===== src/rtl/dffram_bist_pkg.sv =====
// dffram_bist_pkg: shared types and constants for the DFFRAM March C- BIST.
// Contents: state_t (controller states), DATA_WIDTH, background patterns P0/P1.
// Macro DFFRAM_BIST_CHECKERBOARD_EN selects checkerboard backgrounds instead of solid 0/1.
package dffram_bist_pkg;
    localparam int DATA_WIDTH = 32;
`ifdef DFFRAM_BIST_CHECKERBOARD_EN
    localparam logic [DATA_WIDTH-1:0] P0 = 32'h5555_5555;
    localparam logic [DATA_WIDTH-1:0] P1 = 32'hAAAA_AAAA;
`else
    localparam logic [DATA_WIDTH-1:0] P0 = 32'h0000_0000;
    localparam logic [DATA_WIDTH-1:0] P1 = 32'hFFFF_FFFF;
`endif
    // Pass states are contiguous so the next pass is simply state + 1.
    typedef enum logic [3:0] {
        S_IDLE, S_W0, S_M1, S_M2, S_M3, S_M4, S_R0, S_DRAIN, S_DONE
    } state_t;
endpackage


===== src/rtl/dffram_bist_if.sv =====
// dffram_bist_if: host control/status plus DFFRAM single-port signals of the BIST.
// master: BIST side (drives RAM port and status, receives start and Do0).
// slave:  host + RAM side (drives start and Do0, receives the rest).
interface dffram_bist_if #(parameter int A_WIDTH = 8);
    logic                                   start;
    logic                                   busy;
    logic                                   done;
    logic                                   fail;
    logic [A_WIDTH-1:0]                     fail_addr;
    logic [dffram_bist_pkg::DATA_WIDTH-1:0] fail_syndrome;
    logic                                   EN0;
    logic [3:0]                             WE0;
    logic [dffram_bist_pkg::DATA_WIDTH-1:0] Di0;
    logic [A_WIDTH-1:0]                     A0;
    logic [dffram_bist_pkg::DATA_WIDTH-1:0] Do0;
    modport master (input start, Do0,
                    output busy, done, fail, fail_addr, fail_syndrome, EN0, WE0, Di0, A0);
    modport slave  (output start, Do0,
                    input busy, done, fail, fail_addr, fail_syndrome, EN0, WE0, Di0, A0);
endinterface


===== src/rtl/dffram_bist_addr_gen.sv =====
// dffram_bist_addr_gen: up/down word address counter with load and terminal-count flag.
// Ports: CLK, RST (sync, active-high), i_en (step), i_up (direction), i_load/i_load_val
// (load has priority over step), o_addr (current address), o_tc (last address of this direction).
module dffram_bist_addr_gen #(parameter int A_WIDTH = 8) (
    input  logic               CLK,
    input  logic               RST,
    input  logic               i_en,
    input  logic               i_up,
    input  logic               i_load,
    input  logic [A_WIDTH-1:0] i_load_val,
    output logic [A_WIDTH-1:0] o_addr,
    output logic               o_tc
);
    logic [A_WIDTH-1:0] r_addr;
    always_ff @(posedge CLK) begin
        if (RST)
            r_addr <= '0;
        else if (i_load)
            r_addr <= i_load_val;
        else if (i_en)
            r_addr <= i_up ? r_addr + 1'b1 : r_addr - 1'b1;
    end
    assign o_addr = r_addr;
    assign o_tc   = i_up ? &r_addr : ~|r_addr;
endmodule


===== src/rtl/dffram_bist.sv =====
// dffram_bist: March C- BIST controller driving a DFFRAM single port.
// Ports: CLK, RST (sync, active-high), bus (dffram_bist_if.master: start/busy/done/fail,
// fail_addr, fail_syndrome, RAM port EN0/WE0/Di0/A0/Do0).
// Macro DFFRAM_BIST_CHECKERBOARD_EN (in dffram_bist_pkg) selects checkerboard backgrounds.
module dffram_bist
    import dffram_bist_pkg::*;
#(
    parameter int A_WIDTH = 8
) (
    input  logic           CLK,
    input  logic           RST,
    dffram_bist_if.master  bus
);
    state_t                r_state, w_next;
    logic                  w_idle, w_pass, w_rd, w_desc, w_accept, w_tc, w_load;
    logic [A_WIDTH-1:0]    w_addr, w_load_val;
    logic [DATA_WIDTH-1:0] w_exp, w_wdata, w_syn;
    logic                  r_cmp_vld;
    logic [A_WIDTH-1:0]    r_cmp_addr;
    logic [DATA_WIDTH-1:0] r_cmp_exp;
    logic                  r_fail;
    logic [A_WIDTH-1:0]    r_fail_addr;
    logic [DATA_WIDTH-1:0] r_fail_syn;

    assign w_idle   = (r_state == S_IDLE) || (r_state == S_DONE);
    assign w_pass   = (r_state >= S_W0) && (r_state <= S_R0);
    assign w_rd     = (r_state >= S_M1) && (r_state <= S_R0);
    assign w_desc   = (r_state == S_M3) || (r_state == S_M4);
    assign w_accept = w_idle && bus.start;
    assign w_exp    = (r_state == S_M2 || r_state == S_M4) ? P1 : P0;
    assign w_wdata  = (r_state == S_M1 || r_state == S_M3) ? P1 : P0;
    assign w_syn    = bus.Do0 ^ r_cmp_exp;

    dffram_bist_addr_gen #(.A_WIDTH(A_WIDTH)) u_addr (
        .CLK        (CLK),
        .RST        (RST),
        .i_en       (w_pass),
        .i_up       (!w_desc),
        .i_load     (w_load),
        .i_load_val (w_load_val),
        .o_addr     (w_addr),
        .o_tc       (w_tc)
    );

    // Each pass hands over to the next on terminal count; descending passes start at N-1.
    always_comb begin
        w_next     = r_state;
        w_load     = 1'b0;
        w_load_val = '0;
        if (w_accept) begin
            w_next = S_W0;
            w_load = 1'b1;
        end else if (w_pass && w_tc) begin
            w_next     = state_t'(r_state + 4'd1);
            w_load     = 1'b1;
            w_load_val = (w_next == S_M3 || w_next == S_M4) ? '1 : '0;
        end else if (r_state == S_DRAIN) begin
            w_next = S_DONE;
        end
    end

    // Reads register their expectation; the following cycle compares the returned Do0.
    always_ff @(posedge CLK) begin
        if (RST) begin
            r_state     <= S_IDLE;
            r_cmp_vld   <= 1'b0;
            r_cmp_addr  <= '0;
            r_cmp_exp   <= '0;
            r_fail      <= 1'b0;
            r_fail_addr <= '0;
            r_fail_syn  <= '0;
        end else begin
            r_state    <= w_next;
            r_cmp_vld  <= w_rd;
            r_cmp_addr <= w_addr;
            r_cmp_exp  <= w_exp;
            if (w_accept) begin
                r_fail      <= 1'b0;
                r_fail_addr <= '0;
                r_fail_syn  <= '0;
            end else if (r_cmp_vld && |w_syn && !r_fail) begin
                r_fail      <= 1'b1;
                r_fail_addr <= r_cmp_addr;
                r_fail_syn  <= w_syn;
            end
        end
    end

    assign bus.busy          = !w_idle;
    assign bus.done          = (r_state == S_DONE);
    assign bus.fail          = r_fail;
    assign bus.fail_addr     = r_fail_addr;
    assign bus.fail_syndrome = r_fail_syn;
    assign bus.EN0           = w_pass;
    assign bus.WE0           = (w_pass && r_state != S_R0) ? 4'hF : 4'h0;
    assign bus.Di0           = (w_pass && r_state != S_R0) ? w_wdata : '0;
    assign bus.A0            = w_pass ? w_addr : '0;
endmodule


===== src/flat_wrapper.sv =====
// flat-port wrapper written by rule: the top's interface ports become plain ports
module dffram_bist_flat import dffram_bist_pkg::*;
#(
    parameter int A_WIDTH = 8
)
  (CLK, RST, bus_start, bus_Do0, bus_busy, bus_done, bus_fail, bus_fail_addr, bus_fail_syndrome, bus_EN0, bus_WE0, bus_Di0, bus_A0);
  dffram_bist_if #(.A_WIDTH(A_WIDTH)) bus_i ();
  input  logic CLK;
  input  logic RST;
  input wire logic [$bits(bus_i.start)-1:0] bus_start;
  input wire logic [$bits(bus_i.Do0)-1:0] bus_Do0;
  output wire logic [$bits(bus_i.busy)-1:0] bus_busy;
  output wire logic [$bits(bus_i.done)-1:0] bus_done;
  output wire logic [$bits(bus_i.fail)-1:0] bus_fail;
  output wire logic [$bits(bus_i.fail_addr)-1:0] bus_fail_addr;
  output wire logic [$bits(bus_i.fail_syndrome)-1:0] bus_fail_syndrome;
  output wire logic [$bits(bus_i.EN0)-1:0] bus_EN0;
  output wire logic [$bits(bus_i.WE0)-1:0] bus_WE0;
  output wire logic [$bits(bus_i.Di0)-1:0] bus_Di0;
  output wire logic [$bits(bus_i.A0)-1:0] bus_A0;
  assign bus_i.start = bus_start;
  assign bus_i.Do0 = bus_Do0;
  assign bus_busy = bus_i.busy;
  assign bus_done = bus_i.done;
  assign bus_fail = bus_i.fail;
  assign bus_fail_addr = bus_i.fail_addr;
  assign bus_fail_syndrome = bus_i.fail_syndrome;
  assign bus_EN0 = bus_i.EN0;
  assign bus_WE0 = bus_i.WE0;
  assign bus_Di0 = bus_i.Di0;
  assign bus_A0 = bus_i.A0;
  dffram_bist #(.A_WIDTH(A_WIDTH)) u_core (.CLK(CLK), .RST(RST), .bus(bus_i));
endmodule

===== config.mk =====
export PLATFORM = sky130hd
export DESIGN_NAME = dffram_bist_flat
export DESIGN_NICKNAME = d
export VERILOG_FILES = /design/src/rtl/dffram_bist_pkg.sv /design/src/rtl/dffram_bist_if.sv /design/src/rtl/dffram_bist_addr_gen.sv /design/src/rtl/dffram_bist.sv /design/src/flat_wrapper.sv
export SDC_FILE = /design/constraint.sdc
export NUM_CORES = 1
export LEC_CHECK = 0
export ABC_AREA = 0
export CORE_MARGIN = 2
export CORE_UTILIZATION = 47
export CTS_CLUSTER_DIAMETER = 50
export DETAILED_ROUTE_END_ITERATION = 8
export GPL_TIMING_DRIVEN = 0
export PLACE_DENSITY = 0.82
export SYNTH_ARGS = -nofsm -noshare
export SYNTH_HDL_FRONTEND = slang
export SYNTH_SLANG_ARGS = --single-unit
export TNS_END_PERCENT = 20

===== constraint.sdc =====
create_clock -name CLK -period 4.1 [get_ports CLK]
set_input_delay 0.615 -clock CLK [delete_from_list [all_inputs] [get_ports CLK]]
set_output_delay 0.615 -clock CLK [all_outputs]
set_load 0.01 [all_outputs]

==> results of run 1 <==
report_power, final:
| part | leakage, nW | total [mW] | switching (mW) | internal [mW] |
|---|---|---|---|---|
| Sequential | 0.510 | 0.641 | 0.0162 | 0.625 |
| Combinational | 1.80 | 0.215 | 0.109 | 0.105 |
| Clock | 0.0956 | 0.531 | 0.250 | 0.281 |
| Total | 2.41 | 1.39 | 0.375 | 1.01 |
worst max-delay path: stages (launching register included):
cell and delay (ps):
dfxtp_1 430, inv_1 120, ha_1 200, nor3b_1 160
a211oi_1 520, nor3b_4 480, buf_8 230, buf_4 120
clkdlybuf4s50_1 530
metal layers:
metal,track usage [%],up-vias
li1,-,1741
met1,28.1,1634
met2,39.6,114
met3,4.98,10
met4,7.37,0
met5,0,-
logic make-up (layout without fill, tap and decap cells):
logic type      count (synthesis)  after routing
simple gates                  171            171
fa+ha+maj                      13             13
xor+xnor                       36             36
mux                            51             51
flops                          63             63
compound gates                 41             41
buf+inv                        68            207
registers in the layout, summed over array words and instances (netlist names):
signal / cells
u_core.bus.fail: 1
u_core.bus.fail_addr: 8
u_core.bus.fail_syndrome: 32
u_core.r_cmp_addr: 8
u_core.r_cmp_exp: 1
u_core.r_cmp_vld: 1
u_core.r_state: 4
u_core.u_addr.o_addr: 8
Yosys cell counts, drive strengths merged:
cell and n:
nand2 90, dfxtp 63, mux2i 51, buf 44
xor2 33, clkbuf 15, nor2 13, and2 12
ha 12, a21oi 11, nand4 11, or4 11
nor2b 10, inv 9, o21ai 8, nor3 6
a211oi 5, nor3b 4, o221a 4, nand2b 3
nand3b 3, o211ai 3, o31ai 3, or3 3
xnor2 3, nand3 2, o31a 2, a211o 1
a31oi 1, and3 1, fa 1, nor4 1
o21bai 1, o311ai 1, o41ai 1, or2 1
final cells by class:
cell class / count / area share (%)
multi-input cells: 312 / 39.8
flip-flops and latches: 63 / 23.5
repair buffers: 123 / 23.1
plain buffers: 59 / 6.94
well taps: 102 / 2.38
clock buffers: 9 / 2.31
clock inverters: 7 / 1.35
inverters: 9 / 0.631
through the flow:
stage	hold slack, ps	worst slack, ps	utilization (%)
final	438	360	69.0
after floorplan	420	700	-
after detailed placement	430	693	66.4
after global routing	460	51.9	69.0
after global placement	425	4.14	66.2
after CTS	441	302	69.0
final timing paths:
kind	slack [ps]	end	cells past startpoint
min reg2reg	440	u_core.bus.fail_addr[5]$_SDFFE_PP0P_	2
max reg2reg	830	u_core.u_addr.o_addr[7]$_SDFFE_PP0P_	11
min	440	u_core.bus.fail_addr[5]$_SDFFE_PP0P_	2
max	360	bus_Di0[3]	8
layout by cell type, fill, tap and decap left out, types with 6 or more instances in the layout:
master           Yosys  layout
clkdlybuf4s50_1      0     122
nand2_1             90      90
dfxtp_1             63      63
mux2i_1             51      51
buf_4               38      38
xor2_1              33      33
clkbuf_1            15      15
nor2_1              13      13
ha_1                12      12
and2_1              11      11
nand4_1             11      11
a21oi_1             11      11
nor2b_1             10      10
inv_1                9       9
or4_1                9       9
clkbuf_8             0       9
o21ai_0              8       8
nor3_1               6       6
==> summary.txt, run 1 <==
status: completed
die area: 0.00879 mm^2
Tightest Hold Check Type: reg2reg
sequential area share after synthesis: 33.3%
hold buffer count at cts: 0
RePlAce Congestion: 0.881
CP Data Required Time: 3480 ps
Clock Sinks: 63
initial DRC count: 132
Max VDD drop: 144 uV
Finished Layout Cells: 684
power consumption: 1.39 mW
via count: 3499
Initial Util: 48.7%
placed instance count: 668
post-synthesis mux area share: 13.5%
minimum clock period: 3740 ps
CTS tree: done
critical path peak fanout: 24
Worst Path Class, Setup: reg2out
M1 WL: 4300 um
Tcrit/Tclk final: 91.2%
total core area: 0.00777 mm^2
pins over their slew limit: 0
antenna cells: 0
Design Area, Final: 0.00536 mm^2
clock-pin slew on the worst setup and hold paths: 70 ps
fill count: 622
Syn Nets: 491
largest cells by area after synthesis: dfxtp_1 (33%), mux2i_1 (13%), nand2_1 (8.9%), xor2_1 (7.6%), buf_4 (7.5%)
clk_lat worst skew: 330 ps
vias per cell: 5.12
P&R area growth vs syn: 41.5%
drt first pass iters: 4
RSZ-0062 raised after global routing: false
Horiz. Die Dim: 93.7 um
overflow left after global routing: 0
Die Ht: 93.7 um
hold wc startpoint: u_core.r_cmp_addr[5]$_SDFF_PP0_
Yosys top cell area share: 33.3%
leakage: 2.41 nW
Setup crit start kind: flip-flop
syn avg cell area: 8.54 um^2
synth unique cells: 40
first-pass GRT wire length: 16000 um
XOR/XNOR Fraction of Synth Area: 8.33%
MaxCap Viol Count: 0
RR Startpoint: u_core.r_state[0]$_SDFFE_PP0P_
Post-DP Area: 0.00516 mm^2
Slew HR: 50.8%
postcts setup bufs: 0
half-perimeter wire length after placement: 7600 um
post-CTS sizing: 0
Synth Area in Adders: 4.50%
simple-gate area share of the yosys netlist: 22.0%
footprint of the multi-input gates: 0.00213 mm^2
fin nets: 625
Max H-tree Level: 3
# IOs: 123
fmax: 0.267 GHz
Critical Path AT: 3120 ps
Post-Syn Area: 0.00378 mm^2
share of layout cells above drive strength 1: 11.3%
Longest Clk Path Bufs: 2
Post-route DRC: 0
Power per Cell Area: 259 mW/mm^2
row cnt: 32
antenna viol nets, final: 0
Synth Instances: 443
largest net degree at the start of global routing: 25
Top Metal Used: met4
number of global-route vias before repair: 3449
gr usage total: 22.8%
setup violators final: 0
setup TNS: 0 ps
CTS Buf Count: 9
largest family of logic cells by synthesized area: simple AND/OR/NAND/NOR gates
Yosys top cell by area: dfxtp_1
initial antenna violation count: 0
complex-gate fraction of the synthesized area: 7.60%
WL final: 9880 um
Clock Skews: 6.40 ps
synth warn: 0
wire length on met2: 4820 um
worst slew pin tran: 728 ps
root buffer cell: clkbuf_8
DR WL/cell: 14.4 um
worst setup path startpoint: u_core.r_state[0]$_SDFFE_PP0P_
met3 wire len: 641 um
post-synthesis register bit count: 63
Reg area: 0.00126 mm^2
final hold violation count: 0
Critical Path Sink Type: output port
Port Buffer Count: 122
Power figures use the tool's default switching activity.
==> inputs of run 2 (changes only) <==
Settings changed: CORE_MARGIN 2 to default.
==> run 2 against run 1 <==
Compared with the run above: die area down 4.2%; sequential share of layout area down 0.14 points; power up 6.7%; worst hold slack better by 3.1 ps; flip-flop and latch count unchanged.
==> summary.txt, run 2 (synthesis gave the netlist of run 1 again) <==
critical path peak fanout: 24
Critical Path AT: 3180 ps
Max VDD drop: 145 uV
vias per cell: 5.14
via count: 3517
initial DRC count: 99
Worst path slowest cell: clkdlybuf4s50_1
leakage: 2.43 nW
setup violators final: 0
DR WL/cell: 15.0 um
Crit. path cell count: 8
max reg flops: 32
Critical Path Sink Type: output port
Worst Slack Setup Final: 300 ps
R2R depth: 11
Power per Cell Area: 274 mW/mm^2
Die Ht: 91.7 um
Tcrit/Tclk final: 92.7%
RR Startpoint: u_core.r_state[0]$_SDFFE_PP0P_
Setup crit start kind: flip-flop
status: completed
Initial Util: 48.7%
fin nets: 625
clk_lat worst skew: 350 ps
MaxCap Viol Count: 0
first-pass GRT wire length: 16600 um
Clock Skews: 9.68 ps
half-perimeter wire length after placement: 7660 um
postcts setup bufs: 0
Max H-tree Level: 3
Worst Path Class, Setup: reg2out
crit path cell chain: inv_1 -> ha_1 -> nor3b_1 -> a211oi_1 -> nor3b_4 -> buf_8 -> buf_4 -> clkdlybuf4s50_1
minimum clock period: 3800 ps
largest net degree at the start of global routing: 25
RePlAce Congestion: 0.889
Tightest Hold Check Type: reg2reg
row cnt: 32
crit path capture: bus_Di0[14]
pins over their slew limit: 0
CP peak stage delay: 540 ps
CTS tree: done
CTS Buf Count: 9
setup TNS: 0 ps
Clock Sinks: 63
Reg2Reg Setup Slack: 860 ps
most common cell after layout, fill and taps aside: clkdlybuf4s50_1
Slew HR: 50.8%
antenna viol nets, final: 0
hold buffer count at cts: 0
post-CTS sizing: 0
RSZ-0062 raised after global routing: false
fmax: 0.263 GHz
root buffer cell: clkbuf_8
worst setup path startpoint: u_core.r_state[1]$_SDFFE_PP0P_
CP Data Required Time: 3480 ps
share of layout cells above drive strength 1: 11.3%
final hold violation count: 0
Buffers & Inverters on Critical Path: 4
Port Buffer Count: 122
most frequent cells in the layout: clkdlybuf4s50_1 (122), nand2_1 (90), dfxtp_1 (63), mux2i_1 (51), buf_4 (38)
worst slew pin tran: 728 ps
r2r endpoint: u_core.u_addr.o_addr[7]$_SDFFE_PP0P_
DP Worst Slack: 631 ps
P&R area growth vs syn: 42.3%
WL final: 10200 um
# IOs: 123
antenna cells: 0
Post-route DRC: 0
total core area: 0.00777 mm^2
clock-pin slew on the worst setup and hold paths: 70 ps
gr usage total: 24.8%
overflow left after global routing: 0
Longest Clk Path Bufs: 2
die area: 0.00842 mm^2
delay-heaviest family, CP: buffers and inverters
initial antenna violation count: 0
drt first pass iters: 4
number of global-route vias before repair: 3487
Horiz. Die Dim: 91.7 um
run 2: metal layers:
metal | routed length [um] | share of wire [%] | vias up | GRT usage, %
met1 | 4530 | 44 | 1634 | 30.5
met4 | 216 | 2.1 | 0 | 9.64
met5 | 0 | 0 | - | 0
met3 | 633 | 6.2 | 21 | 6.22
met2 | 4870 | 47 | 124 | 41.7
li1 | - | - | 1738 | -
run 2: power breakdown:
group	switching [mW]	total, mW	internal (mW)
clock	0.271	0.621	0.349
sequential	0.0166	0.641	0.624
combinational	0.111	0.217	0.105
run 2: stage by stage:
step / hold slack [ps] / instances / area [um^2] / total power [mW] / util, %
3_5_place_dp: 431 / 668 / 5160 / 0.868 / 66.4
6_report: 441 / 684 / 5390 / 1.48 / 69.4
2_1_floorplan: 420 / 443 / 3790 / 0.765 / -
5_1_grt: 478 / 684 / 5390 / 1.54 / 69.4
3_3_place_gp: 429 / 667 / 5140 / 0.864 / 66.2
4_1_cts: 443 / 684 / 5390 / 1.48 / 69.4
run 2: worst min-delay path by stage:
stage,from,end,slack (ps),depth (start not counted)
2_1_floorplan,u_core.r_cmp_addr[0]$_SDFF_PP0_,u_core.bus.fail_addr[0]$_SDFFE_PP0P_,420,2
3_3_place_gp,u_core.r_cmp_addr[2]$_SDFF_PP0_,u_core.bus.fail_addr[2]$_SDFFE_PP0P_,430,2
3_5_place_dp,u_core.r_cmp_addr[5]$_SDFF_PP0_,u_core.bus.fail_addr[5]$_SDFFE_PP0P_,430,2
4_1_cts,u_core.r_cmp_addr[5]$_SDFF_PP0_,u_core.bus.fail_addr[5]$_SDFFE_PP0P_,440,2
5_1_grt,u_core.r_cmp_addr[0]$_SDFF_PP0_,u_core.bus.fail_addr[0]$_SDFFE_PP0P_,480,2
6_report,u_core.r_cmp_addr[5]$_SDFF_PP0_,u_core.bus.fail_addr[5]$_SDFFE_PP0P_,440,2
run 2: layout make-up:
cell class | count | area, um^2
Buffer | 59 | 372
Clock inverter | 7 | 104
Multi-Input combinational cell | 312 | 2130
Timing Repair Buffer | 123 | 1240
Sequential cell | 63 | 1260
Clock buffer | 9 | 124
Inverter | 9 | 33.8
Tap cell | 102 | 128
Fill cell | 633 | 2380
run 2: worst min-delay path, delay by kind of cell (launching register included):
kind	cells	cell delay, ps
muxes	1	50
DFF	1	300
and+or+nand+nor	1	50
==> inputs of run 3 (changes only) <==
Settings changed: CELL_PAD_IN_SITES_DETAIL_PLACEMENT from default to 1, CELL_PAD_IN_SITES_GLOBAL_PLACEMENT from default to 2, CORE_MARGIN from default to 3, CORE_UTILIZATION 47 to 27, PLACE_DENSITY 0.82 to 0.83.
==> run 3 against run 2 <==
Compared with the run above: first-iteration DRC count grew 42%; clock power is 21% higher; utilization down 28 points; register-to-register slack worse by 70 ps; design area up 3.1%; critical path type unchanged; worst setup slack better by 170 ps; highest routed layer unchanged; die area up 84%; largest cell class unchanged.
==> summary.txt, run 3 (synthesis gave the netlist of run 1 again) <==
status: completed
worst slew pin tran: 740 ps
P&R area growth vs syn: 46.7%
row cnt: 42
Max H-tree Level: 3
WL final: 12100 um
Post-route DRC: 0
Clock Skews: 4.71 ps
Reg area: 0.00126 mm^2
footprint of the multi-input gates: 0.00213 mm^2
first-pass GRT wire length: 19900 um
setup violators final: 0
fin nets: 626
Clock Sinks: 63
root buffer cell: clkbuf_16
Max VDD drop: 196 uV
minimum clock period: 3630 ps
most common cell after layout, fill and taps aside: clkdlybuf4s50_1
number of global-route vias before repair: 3913
fill count: 1584
hold wc startpoint: u_core.r_cmp_addr[6]$_SDFF_PP0_
die area: 0.0155 mm^2
clock-pin slew on the worst setup and hold paths: 50 ps
overflow left after global routing: 0
total core area: 0.0135 mm^2
critical path peak fanout: 12
# IOs: 123
Slew HR: 50.0%
pins over their slew limit: 0
Tcrit/Tclk final: 88.5%
wire length on met2: 5910 um
RSZ-0062 raised after global routing: false
RR Startpoint: u_core.r_state[0]$_SDFFE_PP0P_
met3 wire len: 554 um
Die Ht: 124 um
Post-DP Area: 0.00525 mm^2
CP Data Required Time: 3480 ps
largest net degree at the start of global routing: 20
Setup crit start kind: flip-flop
Reg2Reg Setup Slack: 790 ps
half-perimeter wire length after placement: 9470 um
max reg flops: 32
Tightest Hold Check Type: reg2reg
vias per cell: 4.68
share of layout cells above drive strength 1: 11.0%
leakage: 2.46 nW
post-CTS sizing: 0
Worst Path Class, Setup: reg2out
post-layout util: 41.3%
M1 WL: 5460 um
Design Area, Final: 0.00555 mm^2
Power per Cell Area: 291 mW/mm^2
MaxCap Viol Count: 0
Initial Util: 28.1%
fmax: 0.276 GHz
worst setup path startpoint: u_core.r_state[0]$_SDFFE_PP0P_
Horiz. Die Dim: 124 um
drt first pass iters: 4
antenna cells: 0
most frequent cells in the layout: clkdlybuf4s50_1 (122), nand2_1 (90), dfxtp_1 (63), mux2i_1 (51), buf_4 (39)
Critical Path Sink Type: output port
clk_lat worst skew: 330 ps
hold buffer count at cts: 0
initial DRC count: 141
power consumption: 1.62 mW
initial antenna violation count: 0
final hold violation count: 0
Critical Path AT: 3010 ps
gr usage total: 15.7%
Longest Clk Path Bufs: 2
CTS tree: done
Fin Hold WS: 445 ps
antenna viol nets, final: 0
Top Metal Used: met4
RePlAce Congestion: 0.848
DR WL/cell: 15.9 um
CTS Buf Count: 9
via count: 3551
Port Buffer Count: 122
==> run 3: layout make-up <==
type                            instances  share of cell area, %
Clock inverter                          3                  0.766
Inverter                                9                  0.608
Clock buffer                           13                   4.51
Multi-Input combinational cell        312                   38.4
Buffer                                 59                   6.69
Sequential cell                        63                   22.7
Tap cell                              176                   3.97
Timing Repair Buffer                  124                   22.4
==> run 3: metrics by stage <==
stage | worst slack, ps | std cells | setup TNS [ps]
5_1_grt | 213 | 759 | 0
3_5_place_dp | 515 | 742 | 0
6_report | 473 | 759 | 0
2_1_floorplan | 700 | 443 | 0
4_1_cts | 111 | 758 | 0
3_3_place_gp | -81.2 | 741 | -2300
==> run 3: critical path: stages, from the launching register on <==
cell and delay [ps]:
dfxtp_1 440, inv_1 120, ha_1 200, nor3b_1 160, a211oi_1 510, nor3b_4 360
buf_4 220, buf_4 120, clkdlybuf4s50_1 540
==> run 3: where the power goes <==
| group | switching (mW) | internal, mW | total [mW] |
|---|---|---|---|
| clock | 0.266 | 0.486 | 0.752 |
| combinational | 0.115 | 0.106 | 0.220 |
| sequential | 0.0180 | 0.626 | 0.644 |
| total | 0.399 | 1.22 | 1.62 |
==> run 3: final timing paths <==
kind,endpoint,depth (start not counted)
worst max-delay path,bus_Di0[14],8
worst min-delay path,u_core.bus.fail_addr[6]$_SDFFE_PP0P_,2
worst max register to register,u_core.u_addr.o_addr[7]$_SDFFE_PP0P_,11
worst min register to register,u_core.bus.fail_addr[6]$_SDFFE_PP0P_,2
==> run 3: metal layers <==
metal  track usage (%)  vias up
met5                 0        -
met4              4.51        0
met3              4.03       12
met2              27.4       98
met1              19.0     1693
li1                  -     1748
==> run 3: what timing repair did <==
item / CTS / global route
endpoints found under the setup margin: 0 / 18
endpoints found under the hold margin: 0 / 0
buffers inserted: 0 / 1
